`config.mk`:
```
export PLATFORM = sky130hd
export DESIGN_NAME = mem_wb_stage
export DESIGN_NICKNAME = d
export VERILOG_FILES = /design/src/rtl/pipe_pkg.sv /design/src/rtl/dmem_timeout_cnt.sv /design/src/rtl/mem_wb_stage.sv
export SDC_FILE = /design/constraint.sdc
export NUM_CORES = 1
export LEC_CHECK = 0
export CORE_MARGIN = 3
export CORE_UTILIZATION = 44
export DETAILED_ROUTE_END_ITERATION = 8
export GPL_ROUTABILITY_DRIVEN = 0
export HOLD_SLACK_MARGIN = 0.02
export PLACE_DENSITY_LB_ADDON = 0.1
export SYNTH_ARGS = -nofsm -noshare
export SYNTH_HDL_FRONTEND = slang
export SYNTH_SLANG_ARGS = --single-unit
```
`constraint.sdc`:
```
create_clock -name clk -period 5.5 [get_ports clk]
set_input_delay 0.825 -clock clk [delete_from_list [all_inputs] [get_ports clk]]
set_output_delay 0.825 -clock clk [all_outputs]
set_load 0.01 [all_outputs]
```
`src/rtl/pipe_pkg.sv`:
```
// Shared definitions for the MEM/WB pipeline stage: FSM encoding, widths,
// the error pattern returned on aborted loads and the write-back enable rule.
package pipe_pkg;

    localparam int WORD_W = 32;
    localparam int REG_W  = 5;
    localparam int CNT_W  = 4;

    localparam logic [REG_W-1:0]  REG_ZERO     = 5'd0;
    localparam logic [WORD_W-1:0] ERR_DATA_DEF = 32'hDEADBEEF;

    typedef enum logic {
        ST_IDLE   = 1'b0,
        ST_ACCESS = 1'b1
    } mem_state_e;

    // Register 0 is hard-wired, so a write to it is never a real write-back.
    function automatic logic wb_en(input logic regwr, input logic [REG_W-1:0] rw);
        return regwr & (rw != REG_ZERO);
    endfunction

endpackage

```
`src/rtl/dmem_timeout_cnt.sv`:
```
// Watchdog counter for outstanding data-memory accesses: clear, increment and
// terminal-count flag. State advances on the falling clock edge like the pipeline.
module dmem_timeout_cnt #(
    parameter int               CNT_W = 4,
    parameter logic [CNT_W-1:0] TERM  = {CNT_W{1'b1}}
) (
    input  logic clk,
    input  logic rst_n,
    input  logic clr_i,
    input  logic inc_i,
    output logic tc_o
);

    logic [CNT_W-1:0] cnt_q;
    logic [CNT_W-1:0] cnt_d;

    // Next count: clear wins, saturate at the terminal value.
    always_comb begin
        cnt_d = cnt_q;
        if (clr_i) begin
            cnt_d = {CNT_W{1'b0}};
        end else if (inc_i && (cnt_q != TERM)) begin
            cnt_d = cnt_q + {{(CNT_W-1){1'b0}}, 1'b1};
        end else begin
            cnt_d = cnt_q;
        end
    end

    // Count register.
    always_ff @(negedge clk or negedge rst_n) begin
        if (!rst_n) begin
            cnt_q <= {CNT_W{1'b0}};
        end else begin
            cnt_q <= cnt_d;
        end
    end

    assign tc_o = (cnt_q == TERM);

endmodule

```
`src/rtl/mem_wb_stage.sv`:
```
// MEM stage with data-memory req/ack handshake and the MEM/WB register.
// Define MEM_FWD_EN to add a registered WB->EXE forwarding copy (fwd_* outputs).
module mem_wb_stage
    import pipe_pkg::*;
#(
    parameter int                ADDR_W      = 10,
    parameter int                TIMEOUT_CYC = 15,
    parameter logic [WORD_W-1:0] ERR_DATA    = ERR_DATA_DEF
) (
    input  logic              clk,
    input  logic              rst_n,
    input  logic              run,
    input  logic              MEM_RegWr,
    input  logic              MEM_MemWr,
    input  logic              MEM_MemtoReg,
    input  logic [REG_W-1:0]  MEM_Rw,
    input  logic [WORD_W-1:0] MEM_Result,
    input  logic [WORD_W-1:0] MEM_busB,
    output logic              dmem_req,
    output logic              dmem_we,
    output logic [ADDR_W-1:0] dmem_addr,
    output logic [WORD_W-1:0] dmem_wdata,
    input  logic              dmem_ack,
    input  logic [WORD_W-1:0] dmem_rdata,
    output logic              stall,
    output logic              err,
    output logic              WB_RegWr,
    output logic [REG_W-1:0]  WB_Rw,
    output logic [WORD_W-1:0] WB_Data
`ifdef MEM_FWD_EN
    ,
    output logic              fwd_valid,
    output logic [REG_W-1:0]  fwd_rw,
    output logic [WORD_W-1:0] fwd_data
`endif
);

    mem_state_e state_q;
    logic       mem_op_s;
    logic       misalign_s;
    logic       cnt_clr_s;
    logic       cnt_tc_s;
    logic       done_s;

    assign mem_op_s   = MEM_MemWr | MEM_MemtoReg;
    assign misalign_s = (MEM_Result[1:0] != 2'b00);
    assign stall      = (state_q == ST_ACCESS) | ((state_q == ST_IDLE) & run & mem_op_s);
    assign done_s     = (state_q == ST_ACCESS) & (dmem_ack | cnt_tc_s);
    assign cnt_clr_s  = (state_q != ST_ACCESS) | dmem_ack | cnt_tc_s;

    dmem_timeout_cnt #(
        .CNT_W (CNT_W),
        .TERM  (CNT_W'(TIMEOUT_CYC))
    ) u_timeout (
        .clk   (clk),
        .rst_n (rst_n),
        .clr_i (cnt_clr_s),
        .inc_i (state_q == ST_ACCESS),
        .tc_o  (cnt_tc_s)
    );

    // Access FSM, memory request registers, sticky error and MEM/WB register.
    always_ff @(negedge clk or negedge rst_n) begin
        if (!rst_n) begin
            state_q    <= ST_IDLE;
            dmem_req   <= 1'b0;
            dmem_we    <= 1'b0;
            dmem_addr  <= {ADDR_W{1'b0}};
            dmem_wdata <= {WORD_W{1'b0}};
            err        <= 1'b0;
            WB_RegWr   <= 1'b0;
            WB_Rw      <= REG_ZERO;
            WB_Data    <= {WORD_W{1'b0}};
        end else begin
            case (state_q)
                ST_IDLE: begin
                    if (run && !mem_op_s) begin
                        WB_RegWr <= wb_en(MEM_RegWr, MEM_Rw);
                        WB_Rw    <= MEM_Rw;
                        WB_Data  <= MEM_Result;
                    end else if (run && misalign_s) begin
                        // Misaligned: never reaches memory; loads get the error pattern.
                        err   <= 1'b1;
                        WB_Rw <= MEM_Rw;
                        if (MEM_MemWr) begin
                            WB_RegWr <= 1'b0;
                        end else begin
                            WB_RegWr <= wb_en(MEM_RegWr, MEM_Rw);
                            WB_Data  <= ERR_DATA;
                        end
                    end else if (run) begin
                        dmem_req   <= 1'b1;
                        dmem_we    <= MEM_MemWr;
                        dmem_addr  <= MEM_Result[ADDR_W+1:2];
                        dmem_wdata <= MEM_busB;
                        WB_RegWr   <= 1'b0;
                        state_q    <= ST_ACCESS;
                    end
                end
                ST_ACCESS: begin
                    WB_RegWr <= 1'b0;
                    if (done_s) begin
                        dmem_req <= 1'b0;
                        state_q  <= ST_IDLE;
                        WB_Rw    <= MEM_Rw;
                        if (!dmem_ack) begin
                            err <= 1'b1;
                        end
                        // dmem_we still tells whether the held access is a store.
                        if (dmem_we) begin
                            WB_RegWr <= wb_en(MEM_RegWr & ~MEM_MemtoReg, MEM_Rw);
                            WB_Data  <= MEM_Result;
                        end else begin
                            WB_RegWr <= wb_en(MEM_RegWr, MEM_Rw);
                            WB_Data  <= dmem_ack ? dmem_rdata : ERR_DATA;
                        end
                    end
                end
                default: begin
                    state_q  <= ST_IDLE;
                    dmem_req <= 1'b0;
                    WB_RegWr <= 1'b0;
                end
            endcase
        end
    end

`ifdef MEM_FWD_EN
    // One-cycle delayed copy of the write-back bundle for the WB->EXE bypass.
    always_ff @(negedge clk or negedge rst_n) begin
        if (!rst_n) begin
            fwd_valid <= 1'b0;
            fwd_rw    <= REG_ZERO;
            fwd_data  <= {WORD_W{1'b0}};
        end else begin
            fwd_valid <= WB_RegWr;
            fwd_rw    <= WB_Rw;
            fwd_data  <= WB_Data;
        end
    end
`endif

endmodule

```
==> results.md <==
- Outcome: completed
- Startpoint Class: input port
- GRT overflow: 0
- RR Startpoint: state_q
- Post-synth ARST share: 1.000
- I/O Pins: 192
- Worst Hold Slack: 405.4 ps
- Die Wd: 100.4 um
- Unrepaired setup endpoints after global routing: no
- Yosys reg bits: 88
- Commonest cells after routing, fill and taps aside: 190 x clkdlybuf4s50_1, 88 x dfrtn_1, 53 x o21ai_0, 46 x mux2_2, 37 x nand2_1
- Max clock buf depth: 2
- Critical-path maximum fanout: 8
- HP Class: reg -> reg
- P_leak: 2.487 nW
- DRC: 0
- Hold EP: u_timeout.cnt_q[0]
- # port buffers: 191
- Met1 usage: 0.2688
- Commonest non-fill, non-tap cell in the layout: clkdlybuf4s50_1
- Final core utilization: 0.7326
- Core box area: 8423 um^2
- Met3 usage: 0.07158
- Hold depth: 1
- Initial cell density of the core: 0.4658
- Die area: 10090 um^2
- Setup TNS: 0 ps
- Die Span Y: 100.4 um
- Placed Area: 5967 um^2
- CTS clk-pin slew, worst paths: 60 ps
- Fin Clk Skew: 5.044 ps
- Gr usage total: 0.2280
- GRT busiest layer: met2
- Main synth FF type: dfrtn_1
- Root Driver: clkbuf_8
- First-pass detailed-route iteration total: 4
- Vias in the first global route: 3675
- CP Cell Sequence: clkdlybuf4s50_1 > nand2b_4 > nor3_1 > a21oi_1 > o21ai_0
- Worst setup EP type: flop
- Row cnt: 33
- Critical-path top delay cell: nor3_1
- First-pass GRT wire length: 18160 um
- Post-DP HPWL: 8561 um
- Mapped Area: 3924 um^2
- Area Overhead vs Synth: 57.27%
- CTS tree: yes
- Ant. Diodes: 0
- Data required time at the worst endpoint: 3090 ps
- Worst Tran Pin Value: 1019 ps
- Max cap viols: 0
- Crit Path Class: in -> reg
- Post-Syn Instances: 330
- R2r worst-path depth: 5
- DRT antenna net count: 0
- Yosys warns: 0
- CP peak stage delay: 780 ps
- Setup violations, final: 0
- Peak VDD IR: 0.0002089 V
- Final hold violation count: 0
- Antenna violations before repair: 0
- Post-synth cell types: 36
- Post-synthesis sequential area ratio: 0.5612
- PwrDens: 324.9 nW/um^2
- Grt met2 use: 0.3945
- Num CTS Buffers: 9
- Iter 0 DRT Violations: 100
- Setup bufs post-CTS: 0
- Clk_lat worst skew: 330 ps
- # nets final: 633
- Slew margin rel.: 0.3153
- Share of cells above drive strength 1: 0.1588
- CP Data Arrival Time: 2750 ps
- Fillers: 624
- Largest net degree at the start of global routing: 65
- Drt total wl: 11310 um
- Post-CTS Hold Fix Bufs: 0
- Vias: 3424
- Post-CTS sizing: 0
- Vias/cell: 5.401
- Syn_nets: 439
- Flop2flop setup slack: 3540 ps
- Avg Cell Area, Syn: 11.89 um^2
- Fin. max-slew vios: 0
- Routed len/inst: 17.84 um
- Reg2reg end: WB_Data[0]
- H-tree levels: 3
- Post-synth EDFFs: 0
- Post-route cell area: 6171 um^2
- Sink Count: 88
- Hold_sp: u_timeout.cnt_q[0]
==> area by class of cell <==
type                    count  area (um^2)  area share
well taps                 105        131.4     0.02129
clock inverters             5        62.56     0.01014
flip-flops and latches     88         2202      0.3569
multi-input cells         217         1583      0.2565
clock buffers              11        141.4     0.02291
repair buffers            205         2039      0.3305
inverters                   3        11.26    0.001825
==> power breakdown <==
group / internal (mW) / total (mW) / leakage [nW] / switching (mW)
combinational: 0.411 / 0.678 / 1.33 / 0.267
clock: 0.226 / 0.458 / 0.0966 / 0.232
sequential: 0.796 / 0.870 / 1.06 / 0.0733
total: 1.43 / 2.01 / 2.49 / 0.572
==> cells in the mapped netlist (4+ instances only) <==
master	number	area (um^2)
a21oi_1	9	45.04
mux2_2	46	518.0
buf_1	5	18.77
o32a_1	23	230.2
buf_6	5	56.30
o21ai_1	6	30.03
nor2_1	7	26.28
buf_2	4	20.02
nand2_1	37	138.9
dfrtn_1	88	2202
clkbuf_1	6	22.52
o21ai_0	53	265.3
a32o_1	8	80.08
==> worst max-delay path: cells and delay by family <==
kind | cells | cell delay (ps)
and+or+nand+nor | 2 | 880
AOI/OAI and AO/OA | 2 | 390
buffers and inverters | 1 | 630
==> flip-flops by register name (all words and copies together) (netlist names) <==
signal and count:
WB_RegWr 1, dmem_req 1, dmem_we 1, u_timeout.cnt_q 4, err 1, WB_Data 32, WB_Rw 5, dmem_wdata 32
dmem_addr 10, state_q 1
==> kinds of logic (layout without fill, tap and decap cells) <==
group	count (synthesis)	in the layout	share of synthesized area
buffers and inverters	25	224	0.03539
AOI/OAI and AO/OA	107	107	0.1859
DFF	88	88	0.5612
and+or+nand+nor	59	59	0.07207
adders and majority gates	1	1	0.003188
muxes	48	48	0.1378
xor gates and xnor gates	2	2	0.004465
==> stage by stage <==
stage	instances	setup slack, ps	total power, mW
2_1_floorplan	330	681.0	1.126
3_3_place_gp	618	71.70	1.546
3_5_place_dp	618	-11.19	1.569
4_1_cts	634	354.5	2.033
5_1_grt	634	145.1	2.120
6_report	634	344.2	2.005
==> metal layers <==
metal | part of all wire | vias to the layer above | wire length (um)
met5 | 0 | - | 0
met4 | 0.014 | 0 | 163
met3 | 0.095 | 11 | 1074
met2 | 0.50 | 133 | 5702
met1 | 0.39 | 1670 | 4367
li1 | - | 1610 | -
==> how the worst max path moves through the flow <==
stage,from,end,slack [ps]
2_1_floorplan,run,dmem_addr[1],680
3_3_place_gp,MEM_Result[0],dmem_wdata[11],70
3_5_place_dp,run,WB_Data[22],-10
4_1_cts,run,WB_Data[22],350
5_1_grt,run,WB_Data[20],150
6_report,run,WB_Data[22],340
Power figures use the tool's default switching activity.
